$ cat config.mk
export PLATFORM = sky130hd
export DESIGN_NAME = udp_perf_tx_gen
export DESIGN_NICKNAME = d
export VERILOG_FILES = /design/src/rtl/udp_perf_pkg.sv /design/src/rtl/udp_perf_sat_counter.sv /design/src/rtl/udp_perf_tx_gen.sv
export SDC_FILE = /design/constraint.sdc
export NUM_CORES = 1
export LEC_CHECK = 0
export BUFFER_PORTS_ARGS = -buffer_cell sky130_fd_sc_hd__buf_2
export CORE_AREA = 2 2 287 289
export CTS_CLUSTER_SIZE = 16
export DETAILED_ROUTE_END_ITERATION = 10
export DIE_AREA = 0 0 289 291
export SETUP_SLACK_MARGIN = 0.2
export SLEW_MARGIN = 40
export SYNTH_ARGS = -nofsm -noshare
export SYNTH_HDL_FRONTEND = slang
export SYNTH_SLANG_ARGS = --single-unit
$ cat constraint.sdc
create_clock -name CLK -period 4.7 [get_ports CLK]
set_input_delay 0 -clock CLK [delete_from_list [all_inputs] [get_ports CLK]]
set_output_delay 0 -clock CLK [all_outputs]
set_load 0.01 [all_outputs]
$ cat src/rtl/udp_perf_pkg.sv
// Shared widths, FSM state encoding and beat-geometry helpers for the
// UDP performance transmit generator.
package udp_perf_pkg;

  localparam int AXIS_DATA_W    = 512;
  localparam int AXIS_KEEP_W    = 64;
  localparam int AXIS_USER_W    = 1;
  localparam int BYTES_PER_BEAT = 64;
  localparam int BEAT_SHIFT     = $clog2(BYTES_PER_BEAT);
  localparam int BEAT_CNT_W     = 32 - BEAT_SHIFT + 1;
  localparam int IDX_REPL       = AXIS_DATA_W / 32;

  typedef enum logic [1:0] {
    ST_IDLE = 2'd0,
    ST_SEND = 2'd1,
    ST_GAP  = 2'd2,
    ST_DONE = 2'd3
  } state_e;

  // ceil(size / 64); one extra bit so a 0xFFFFFFFF-byte packet still fits
  function automatic logic [BEAT_CNT_W-1:0] beats_for_size(input logic [31:0] size);
    return {1'b0, size[31:BEAT_SHIFT]} +
           {{(BEAT_CNT_W-1){1'b0}}, (size[BEAT_SHIFT-1:0] != {BEAT_SHIFT{1'b0}})};
  endfunction

  function automatic logic [AXIS_KEEP_W-1:0] last_keep(input logic [BEAT_SHIFT-1:0] rem);
    return (rem == {BEAT_SHIFT{1'b0}}) ? {AXIS_KEEP_W{1'b1}}
                                       : ((64'd1 << rem) - 64'd1);
  endfunction

endpackage

$ cat src/rtl/udp_perf_sat_counter.sv
// 32-bit event counter with synchronous clear that sticks at all ones
// instead of wrapping.
module udp_perf_sat_counter (
  input  logic        i_clk,
  input  logic        i_rst_n,
  input  logic        i_clr,
  input  logic        i_inc,
  output logic [31:0] o_count
);

  logic [31:0] r_count;

  // Count register: clear has priority, increment stops at saturation.
  always_ff @(posedge i_clk or negedge i_rst_n) begin
    if (!i_rst_n) begin
      r_count <= 32'd0;
    end else if (i_clr) begin
      r_count <= 32'd0;
    end else if (i_inc && (r_count != 32'hFFFF_FFFF)) begin
      r_count <= r_count + 32'd1;
    end else begin
      r_count <= r_count;
    end
  end

  assign o_count = r_count;

endmodule

$ cat src/rtl/udp_perf_tx_gen.sv
// AXI-Stream packet generator for throughput measurement: emits cfg_pkt_num
// packets of cfg_pkt_size bytes, tdata carrying the run-global beat index.
module udp_perf_tx_gen
  import udp_perf_pkg::*;
#(
  parameter int GAP_CYCLES = 0
) (
  input  logic                   CLK,
  input  logic                   RST_N,
  input  logic [31:0]            cfg_pkt_size,
  input  logic [31:0]            cfg_pkt_num,
  input  logic                   cfg_start,
  output logic                   tx_axis_tvalid,
  output logic [AXIS_DATA_W-1:0] tx_axis_tdata,
  output logic [AXIS_KEEP_W-1:0] tx_axis_tkeep,
  output logic                   tx_axis_tlast,
  output logic [AXIS_USER_W-1:0] tx_axis_tuser,
  input  logic                   tx_axis_tready,
  output logic                   busy,
  output logic                   done,
  output logic [31:0]            perf_cycle_counter,
  output logic [31:0]            total_beat_counter,
  output logic [31:0]            total_pkt_counter
);

  localparam logic              LP_NO_GAP   = (GAP_CYCLES == 0);
  localparam logic [31:0]       LP_GAP_LOAD = (GAP_CYCLES > 0) ? 32'(GAP_CYCLES - 1) : 32'd0;
  localparam logic [AXIS_KEEP_W-1:0] KEEP_ALL = {AXIS_KEEP_W{1'b1}};

  state_e                  r_state,         w_state_nxt;
  logic [BEAT_SHIFT-1:0]   r_size_rem,      w_size_rem_nxt;
  logic [31:0]             r_num,           w_num_nxt;
  logic [BEAT_CNT_W-1:0]   r_beats,         w_beats_nxt;
  logic [BEAT_CNT_W-1:0]   r_beat_in_pkt,   w_beat_in_pkt_nxt;
  logic [31:0]             r_pkt_in_run,    w_pkt_in_run_nxt;
  logic [31:0]             r_beat_idx,      w_beat_idx_nxt;
  logic [31:0]             r_gap_cnt,       w_gap_cnt_nxt;
  logic                    r_tvalid,        w_tvalid_nxt;
  logic                    r_tlast,         w_tlast_nxt;
  logic [AXIS_KEEP_W-1:0]  r_tkeep,         w_tkeep_nxt;
  logic                    r_done,          w_done_nxt;
  logic                    r_busy,          w_busy_nxt;

  logic                    w_clr;
  logic                    w_hs;
  logic [BEAT_CNT_W-1:0]   w_cfg_beats;
  logic                    w_cfg_single;
  logic [BEAT_CNT_W-1:0]   w_beat_in_pkt_inc;
  logic                    w_next_is_last;
  logic                    w_single_beat;
  logic                    w_last_pkt;
  logic [AXIS_KEEP_W-1:0]  w_last_keep;

  assign w_hs              = r_tvalid && tx_axis_tready;
  assign w_cfg_beats       = beats_for_size(cfg_pkt_size);
  assign w_cfg_single      = (w_cfg_beats == {{(BEAT_CNT_W-1){1'b0}}, 1'b1});
  assign w_beat_in_pkt_inc = r_beat_in_pkt + {{(BEAT_CNT_W-1){1'b0}}, 1'b1};
  assign w_next_is_last    = (w_beat_in_pkt_inc == (r_beats - {{(BEAT_CNT_W-1){1'b0}}, 1'b1}));
  assign w_single_beat     = (r_beats == {{(BEAT_CNT_W-1){1'b0}}, 1'b1});
  assign w_last_pkt        = (r_pkt_in_run == (r_num - 32'd1));
  assign w_last_keep       = last_keep(r_size_rem);

  // Next-state and next-beat decode; each presented beat is fully prepared one cycle ahead.
  always_comb begin
    w_state_nxt       = r_state;
    w_size_rem_nxt    = r_size_rem;
    w_num_nxt         = r_num;
    w_beats_nxt       = r_beats;
    w_beat_in_pkt_nxt = r_beat_in_pkt;
    w_pkt_in_run_nxt  = r_pkt_in_run;
    w_beat_idx_nxt    = r_beat_idx;
    w_gap_cnt_nxt     = r_gap_cnt;
    w_tvalid_nxt      = r_tvalid;
    w_tlast_nxt       = r_tlast;
    w_tkeep_nxt       = r_tkeep;
    w_done_nxt        = r_done;
    w_clr             = 1'b0;
    case (r_state)
      ST_IDLE, ST_DONE: begin
        if (cfg_start) begin
          w_clr             = 1'b1;
          w_done_nxt        = 1'b0;
          w_size_rem_nxt    = cfg_pkt_size[BEAT_SHIFT-1:0];
          w_num_nxt         = cfg_pkt_num;
          w_beats_nxt       = w_cfg_beats;
          w_beat_in_pkt_nxt = {BEAT_CNT_W{1'b0}};
          w_pkt_in_run_nxt  = 32'd0;
          w_beat_idx_nxt    = 32'd0;
          if ((cfg_pkt_size == 32'd0) || (cfg_pkt_num == 32'd0)) begin
            w_state_nxt  = ST_DONE;
            w_done_nxt   = 1'b1;
            w_tvalid_nxt = 1'b0;
            w_tlast_nxt  = 1'b0;
          end else begin
            w_state_nxt  = ST_SEND;
            w_tvalid_nxt = 1'b1;
            w_tlast_nxt  = w_cfg_single;
            w_tkeep_nxt  = w_cfg_single ? last_keep(cfg_pkt_size[BEAT_SHIFT-1:0]) : KEEP_ALL;
          end
        end else begin
          w_tvalid_nxt = 1'b0;
          w_tlast_nxt  = 1'b0;
        end
      end
      ST_SEND: begin
        if (w_hs) begin
          w_beat_idx_nxt = r_beat_idx + 32'd1;
          if (r_tlast) begin
            w_beat_in_pkt_nxt = {BEAT_CNT_W{1'b0}};
            if (w_last_pkt) begin
              w_state_nxt  = ST_DONE;
              w_done_nxt   = 1'b1;
              w_tvalid_nxt = 1'b0;
              w_tlast_nxt  = 1'b0;
            end else begin
              w_pkt_in_run_nxt = r_pkt_in_run + 32'd1;
              if (LP_NO_GAP) begin
                w_tvalid_nxt = 1'b1;
                w_tlast_nxt  = w_single_beat;
                w_tkeep_nxt  = w_single_beat ? w_last_keep : KEEP_ALL;
              end else begin
                w_state_nxt   = ST_GAP;
                w_tvalid_nxt  = 1'b0;
                w_tlast_nxt   = 1'b0;
                w_gap_cnt_nxt = LP_GAP_LOAD;
              end
            end
          end else begin
            w_beat_in_pkt_nxt = w_beat_in_pkt_inc;
            w_tlast_nxt       = w_next_is_last;
            w_tkeep_nxt       = w_next_is_last ? w_last_keep : KEEP_ALL;
          end
        end else begin
          w_state_nxt = ST_SEND;
        end
      end
      ST_GAP: begin
        if (r_gap_cnt == 32'd0) begin
          w_state_nxt  = ST_SEND;
          w_tvalid_nxt = 1'b1;
          w_tlast_nxt  = w_single_beat;
          w_tkeep_nxt  = w_single_beat ? w_last_keep : KEEP_ALL;
        end else begin
          w_gap_cnt_nxt = r_gap_cnt - 32'd1;
        end
      end
      default: begin
        w_state_nxt  = ST_IDLE;
        w_tvalid_nxt = 1'b0;
        w_tlast_nxt  = 1'b0;
        w_done_nxt   = 1'b0;
      end
    endcase
    w_busy_nxt = (w_state_nxt == ST_SEND) || (w_state_nxt == ST_GAP);
  end

  // State and registered AXIS outputs; reset abandons any partial packet.
  always_ff @(posedge CLK or negedge RST_N) begin
    if (!RST_N) begin
      r_state       <= ST_IDLE;
      r_size_rem    <= {BEAT_SHIFT{1'b0}};
      r_num         <= 32'd0;
      r_beats       <= {BEAT_CNT_W{1'b0}};
      r_beat_in_pkt <= {BEAT_CNT_W{1'b0}};
      r_pkt_in_run  <= 32'd0;
      r_beat_idx    <= 32'd0;
      r_gap_cnt     <= 32'd0;
      r_tvalid      <= 1'b0;
      r_tlast       <= 1'b0;
      r_tkeep       <= {AXIS_KEEP_W{1'b0}};
      r_done        <= 1'b0;
      r_busy        <= 1'b0;
    end else begin
      r_state       <= w_state_nxt;
      r_size_rem    <= w_size_rem_nxt;
      r_num         <= w_num_nxt;
      r_beats       <= w_beats_nxt;
      r_beat_in_pkt <= w_beat_in_pkt_nxt;
      r_pkt_in_run  <= w_pkt_in_run_nxt;
      r_beat_idx    <= w_beat_idx_nxt;
      r_gap_cnt     <= w_gap_cnt_nxt;
      r_tvalid      <= w_tvalid_nxt;
      r_tlast       <= w_tlast_nxt;
      r_tkeep       <= w_tkeep_nxt;
      r_done        <= w_done_nxt;
      r_busy        <= w_busy_nxt;
    end
  end

  udp_perf_sat_counter u_cycle_cnt (
    .i_clk   (CLK),
    .i_rst_n (RST_N),
    .i_clr   (w_clr),
    .i_inc   (r_busy),
    .o_count (perf_cycle_counter)
  );

  udp_perf_sat_counter u_beat_cnt (
    .i_clk   (CLK),
    .i_rst_n (RST_N),
    .i_clr   (w_clr),
    .i_inc   (w_hs),
    .o_count (total_beat_counter)
  );

  udp_perf_sat_counter u_pkt_cnt (
    .i_clk   (CLK),
    .i_rst_n (RST_N),
    .i_clr   (w_clr),
    .i_inc   (w_hs && r_tlast),
    .o_count (total_pkt_counter)
  );

  assign tx_axis_tvalid = r_tvalid;
  assign tx_axis_tdata  = {IDX_REPL{r_beat_idx}};
  assign tx_axis_tkeep  = r_tkeep;
  assign tx_axis_tlast  = r_tlast;
  assign tx_axis_tuser  = {AXIS_USER_W{1'b0}};
  assign busy           = r_busy;
  assign done           = r_done;

endmodule

Word-level counts from Yosys, hierarchy flattened
Cells that the tools add are included.
- equal/unequal tests: 20
- bitwise gates (word level): 1
- shift operators: 2
- muxes and demuxes: 58
- $add $sub $neg: 12
- reduce and logical (&&, ||, !) cells: 27
- operator list (kind ; count):
    $mux W64 ; 11
    $mux W32 ; 11
    $pmux W64 S3 ; 1
    $add A32 B1 Y32 const B ; 5
    $pmux W32 S2 ; 2
    $shl A1 B6 Y64 const A ; 2
    $sub A64 B1 Y64 const B ; 2
    $logic_not A32 Y1 ; 3
    $ne A32 B32 Y1 const B ; 3
    $mux W27 ; 3
    $sub A32 B1 Y32 const B ; 2
    $eq A27 B1 Y1 const B ; 2
    $pmux W27 S2 ; 1
    $eq A32 B32 Y1 ; 1
    $add A26 B1 Y27 ; 1
    $add A27 B1 Y27 const B ; 1
    $eq A27 B27 Y1 ; 1
    $sub A27 B1 Y27 const B ; 1
    $mux W1 ; 19
    $reduce_and A5 Y1 ; 3
    $logic_not A6 Y1 ; 2
    $mux W2 ; 6
    $ne A2 B2 Y1 const B ; 6
    $reduce_bool A2 Y1 ; 4
    15 further kinds ; 27
- register bits: 354
- logic and storage cells: 136

Longest topological paths before layout
- word-level depth: 8
- mapped depth: 16
- gate-level depth less buffers: 13

Modules after synthesis
A second synthesis with hierarchy kept.
- cells, all modules: 3373
- area, all modules: 27594.0 µm²
- by module, submodules not included (module ; cells an instance ; area an instance (µm²) ; instances):
    udp_perf_tx_gen ; 2779 ; 22031.1 ; 1
    udp_perf_sat_counter ; 198 ; 1854.3 ; 3

Least setup slack after synthesis
No wires, ideal clock.
- kind: register -> register
- start point: register r_beat_in_pkt[5]
- end point: register r_tkeep[22], in the netlist tx_axis_tkeep[22]
- slack: 0.960 ns
- library setup time: 0.141 ns
- cell stages (with the launch flop): 14
- buffers on the path: 4
- arrival: 3.599 ns
- required time: 4.559 ns
- path through: dfrtp_1 clkbuf_1 and3_1 nand4_1 or3_1 clkbuf_1 xor2_1 o21ai_0 or4_1 or4_4 a211oi_2 buf_4 buf_6 a31oi_1
- longest elaborated chain between the ends: 6
- ends and longest elaborated chain (item ; RTL line ; text):
    start, declared ; udp_perf_tx_gen.sv:34 ; logic [BEAT_CNT_W-1:0] r_beat_in_pkt, w_beat_in_pkt_nxt;
    start signal, assigned ; udp_perf_tx_gen.sv:164 ; r_beat_in_pkt <= {BEAT_CNT_W{1'b0}};
    start signal, assigned ; udp_perf_tx_gen.sv:178 ; r_beat_in_pkt <= w_beat_in_pkt_nxt;
    $add A27 B1 Y27 ; udp_perf_tx_gen.sv:57 ; assign w_beat_in_pkt_inc = r_beat_in_pkt + {{(BEAT_CNT_W-1){1'b0}}, 1'b1};
    $eq A27 B27 Y1 ; udp_perf_tx_gen.sv:58 ; assign w_next_is_last = (w_beat_in_pkt_inc == (r_beats - {{(BEAT_CNT_W-1){1'b0}}, 1'b1}));
    $mux W64 ; udp_perf_tx_gen.sv:131 ; w_tkeep_nxt = w_next_is_last ? w_last_keep : KEEP_ALL;
    $mux W64 ; udp_perf_tx_gen.sv:108 ; if (r_tlast) begin
    $mux W64 ; udp_perf_tx_gen.sv:106 ; if (w_hs) begin
    $pmux W64 S3 ; udp_perf_tx_gen.sv:78 ; case (r_state)
    end signal, assigned ; udp_perf_tx_gen.sv:170 ; r_tkeep <= {AXIS_KEEP_W{1'b0}};
    end signal, assigned ; udp_perf_tx_gen.sv:184 ; r_tkeep <= w_tkeep_nxt;
    end, declared ; udp_perf_tx_gen.sv:40 ; logic [AXIS_KEEP_W-1:0] r_tkeep, w_tkeep_nxt;
Every way passes these cells. The select of a mux whose other input is x is not followed.
A chain may end at the register's enable or synchronous reset.

Worst setup path in the final report
- start point: input port cfg_pkt_size[1]
- end point: register r_tkeep[36], in the netlist tx_axis_tkeep[36]
- longest elaborated chain between the ends: 7
- ends and longest elaborated chain (item ; RTL line ; text):
    start, declared ; udp_perf_tx_gen.sv:10 ; input logic [31:0] cfg_pkt_size,
    $reduce_bool A6 Y1 / $shl A1 B6 Y64 (equally long branches) ; udp_perf_pkg.sv:23, udp_perf_pkg.sv:28 ;
    $add A26 B1 Y27 / $sub A64 B1 Y64 (equally long branches) ; udp_perf_pkg.sv:22, udp_perf_pkg.sv:28 ;
    $eq A27 B1 Y1 / $mux W64 (equally long branches) ; udp_perf_tx_gen.sv:56, udp_perf_pkg.sv:27 ;
    $mux W64 ; udp_perf_tx_gen.sv:98 ; w_tkeep_nxt = w_cfg_single ? last_keep(cfg_pkt_size[BEAT_SHIFT-1:0]) : KEEP_ALL;
    $mux W64 ; udp_perf_tx_gen.sv:89 ; if ((cfg_pkt_size == 32'd0) || (cfg_pkt_num == 32'd0)) begin
    $mux W64 ; udp_perf_tx_gen.sv:80 ; if (cfg_start) begin
    $pmux W64 S3 ; udp_perf_tx_gen.sv:78 ;
Several ways; a longest one is shown, not always the timed one. The select of a mux whose other input is x is not followed.

==> flow_metrics.py <==
metrics = {
    "logic_synthesis": {
        "synthTopCellsByArea": "dfrtp_1 (33%), buf_4 (14%), nand2_1 (5.2%)",
        "postSynthCellCount": 3324,
        "netlist_area_um2": 27000,
        "ys_types": 86,
        "avgSynthCellArea_um2": 8.13,
        "synth_top_area_cell": "dfrtp_1",
        "synth_most_common_cell": "buf_4",
        "yosysTopAreaCellShare": 0.328,
        "synth_seq_cells": 354,
        "synthArstFlopShare": 1.00,
        "ys_top_cells_by_count": "buf_4 (486), nand2_1 (377), dfrtp_1 (354)",
        "synth_edf_count": 0,
        "ys_seq_area_frac": 0.328,
        "syn-num-nets": 3408,
        "ys_warn_count": 0,
        "synth_ff_type": "dfrtp_1",
    },
    "cells_and_area": {
        "drive_gt1_frac": 0.263,
        "final-instance-count-excl-fill": 4692,
        "final_net_count": 3671,
        "area_growth_pct": 13.5,
    },
    "power": {
        "pwr-share-seq": 0.297,
        "intPower_mw": 8.26,
        "p_sw_frac": 0.454,
        "switchingPower_mw": 6.86,
        "p_per_area_nw_per_um2": 493,
        "pwr-share-clk": 0.236,
        "p_leak_nw": 14.7,
        "max-vdd-ir-drop_v": 0.000276,
        "p_comb_frac": 0.467,
    },
    "setup_path": {
        "crit_chain": "dlygate4sd3_1 > buf_2 > nor2_1 > nand3_1 > ha_1 > ha_1 > nand4_1 > or4_1 > o21a_1 > a2111oi_0 > nand4b_1 > nor3b_4 > buf_12 > o21ai_0 > mux2i_1 > a31oi_1",
        "cpLargestDelayFamily": "simple AND/OR/NAND/NOR gates",
        "cp-start-kind": "primary input",
        "max_stage_delay_ns": 0.60,
        "crit_slowest_cell": "or4_1",
        "crit_buf_inv": 3,
        "cp_max_fo": 54,
        "crit_path_frequent_cell": "ha_1",
        "critPathArrivalTime_ns": 4.61,
        "crit_type": "primary input to register",
        "cp.required_ns": 5.16,
        "end_kind": "register",
    },
    "clocking": {
        "cts_tree": "yes",
        "cts_root_buffer": "clkbuf_16",
        "clkLatencyLatePin_ns": 0.62,
        "cts-htree-levels": 2,
        "numCtsBuffers": 43,
        "cts_buffer_depth": 3,
        "cts_resized": 0,
        "clk_pin_slew_ns": 0.06,
        "numClockSinks": 354,
    },
    "place": {
        "place.port_buffers": 743,
        "place_congestion": 0.935,
        "hpwl_um": 69200,
        "dp_cells": 4539,
    },
    "timing": {
        "fin_crit_sh": 0.883,
        "rsz0062_at_grt": "false",
        "max_freq_mhz": 241,
        "period_minus_slack_ns": 4.15,
        "setup_violations": 0,
        "report.final.slew_viol_count": 0,
        "hold_viol_final": 0,
        "relSlewSlack": 0.403,
        "worst_pin_slew_ns": 0.896,
        "skew_ns": 0.0469,
        "finalSetupTns_ns": 0,
    },
    "routing": {
        "wire_per_inst_um": 20.2,
        "route.detailed.drc": 0,
        "drtPass1Iterations": 5,
        "drt_iter0_drc": 1874,
        "viasPerCell": 5.31,
        "num_vias": 24900,
        "wirelength_um": 94600,
        "ant_nets": 0,
    },
    "status": {
        "status": "completed",
    },
    "grt": {
        "grt_max_degree": 106,
        "grt_usage": 0.215,
        "grt_pass1_vias": 22900,
        "antenna_found_initial": 2,
        "grt_pass1_wl_um": 142000,
        "grt_remaining_overflow": 0,
    },
    "floorplan": {
        "rows": 105,
        "io_pins": 745,
        "start_util": 0.333,
        "die_y_um": 291,
        "core_area_um2": 81200,
        "dieArea_um2": 84100,
        "die_x_um": 289,
    },
    "hold_path": {
        "hold_class": "primary input to async pin",
    },
    "run": {
        "maxCapViolCount": 0,
    },
}
==> stage by stage <==
stage,power (mW),util,instance area (um^2),hold slack (ns),worst slack (ns)
floorplan,9.19,-,27000,-0.296,0.960
global placement,11.4,0.349,28300,0.147,0.717
detailed placement,11.4,0.350,28400,-0.0662,0.629
CTS,15.1,0.377,30600,0.0233,0.637
global route,16.0,0.378,30700,0.0512,0.223
finish,15.1,0.378,30700,0.0266,0.548
==> state kept, by name, indices dropped and copies added (netlist names), 32 cells and up <==
signal	cells
r_beat_idx	32
r_gap_cnt	32
r_pkt_in_run	32
u_beat_cnt.o_count	32
u_cycle_cnt.o_count	32
tx_axis_tkeep	64
r_num	32
u_pkt_cnt.o_count	32
==> area by class of cell <==
cell class | instances | area, um^2
clock inverter | 22 | 309
fill | 8347 | 50500
multi-input combinational | 2241 | 13600
antenna | 3 | 7.51
clock buffer | 55 | 1180
sequential | 354 | 8880
tap | 1070 | 1340
inverter | 66 | 248
timing repair buffer | 881 | 5080
==> worst min-delay path, cell delays in order <==
cell	delay, ns
dlygate4sd3_1	0.58
buf_8	0.16
buf_16	0.23
==> power groups by stage <==
stage | logic, mW | registers (mW) | clock network [mW]
floorplan | 4.93 | 4.26 | 0
global placement | 6.89 | 4.51 | 0
detailed placement | 6.89 | 4.54 | 0
CTS | 6.97 | 4.49 | 3.66
global route | 7.68 | 4.57 | 3.79
finish | 7.07 | 4.49 | 3.57
==> cells in the final DEF, fill, tap and decap left out, types with 67 or more instances in the layout <==
master,instances
buf_2,742
nand2_1,376
dfrtp_1,339
nor2_1,274
o21ai_0,184
xor2_1,139
xnor2_1,131
nand3_1,122
a21oi_1,107
nor3_1,82
nand4_1,82
mux2i_1,78
a31oi_1,75
dlygate4sd3_1,71
nor4_1,67
==> metal layers <==
layer  vias up  global-route usage  routed length (um)
li1      11700                   -                   -
met1     12100               0.285               40800
met2       967               0.352               44600
met3       135              0.0424                6520
met4         0              0.0622                2710
met5         -                   0                   0
==> worst paths after layout <==
path                                         end  slack (ns)  depth (start not counted)       startpoint
min                               r_beat_idx[13]        0.03                          3            RST_N
max in group asynchronous  u_pkt_cnt.o_count[15]        3.70                          4            RST_N
min in group CLK                      r_beats[0]        0.11                          6  cfg_pkt_size[5]
max                            tx_axis_tkeep[36]        0.55                         16  cfg_pkt_size[1]
min reg2reg                        r_gap_cnt[10]        0.47                          1    r_gap_cnt[10]
max reg2reg                    tx_axis_tkeep[47]        0.58                         12       r_beats[0]
==> cells by family (layout without fill, tap and decap cells) <==
| group | count (synthesis) | after routing | synth area share |
|---|---|---|---|
| AO/OA/AOI/OAI | 574 | 574 | 0.133 |
| XOR/XNOR | 275 | 275 | 0.0917 |
| adder cells (fa/ha/maj) | 16 | 16 | 0.00741 |
| buffers and inverters | 729 | 1024 | 0.170 |
| flip-flops | 354 | 354 | 0.328 |
| multiplexers | 81 | 81 | 0.0301 |
| other | 1 | 4 | 0.000139 |
| AND/OR/NAND/NOR | 1294 | 1294 | 0.240 |
==> timing repair <==
action	4_1_cts	5_1_grt
setup buffers	0	0
hold endpoints to repair	297	0
hold buffers	72	0
Power figures use the tool's default switching activity.
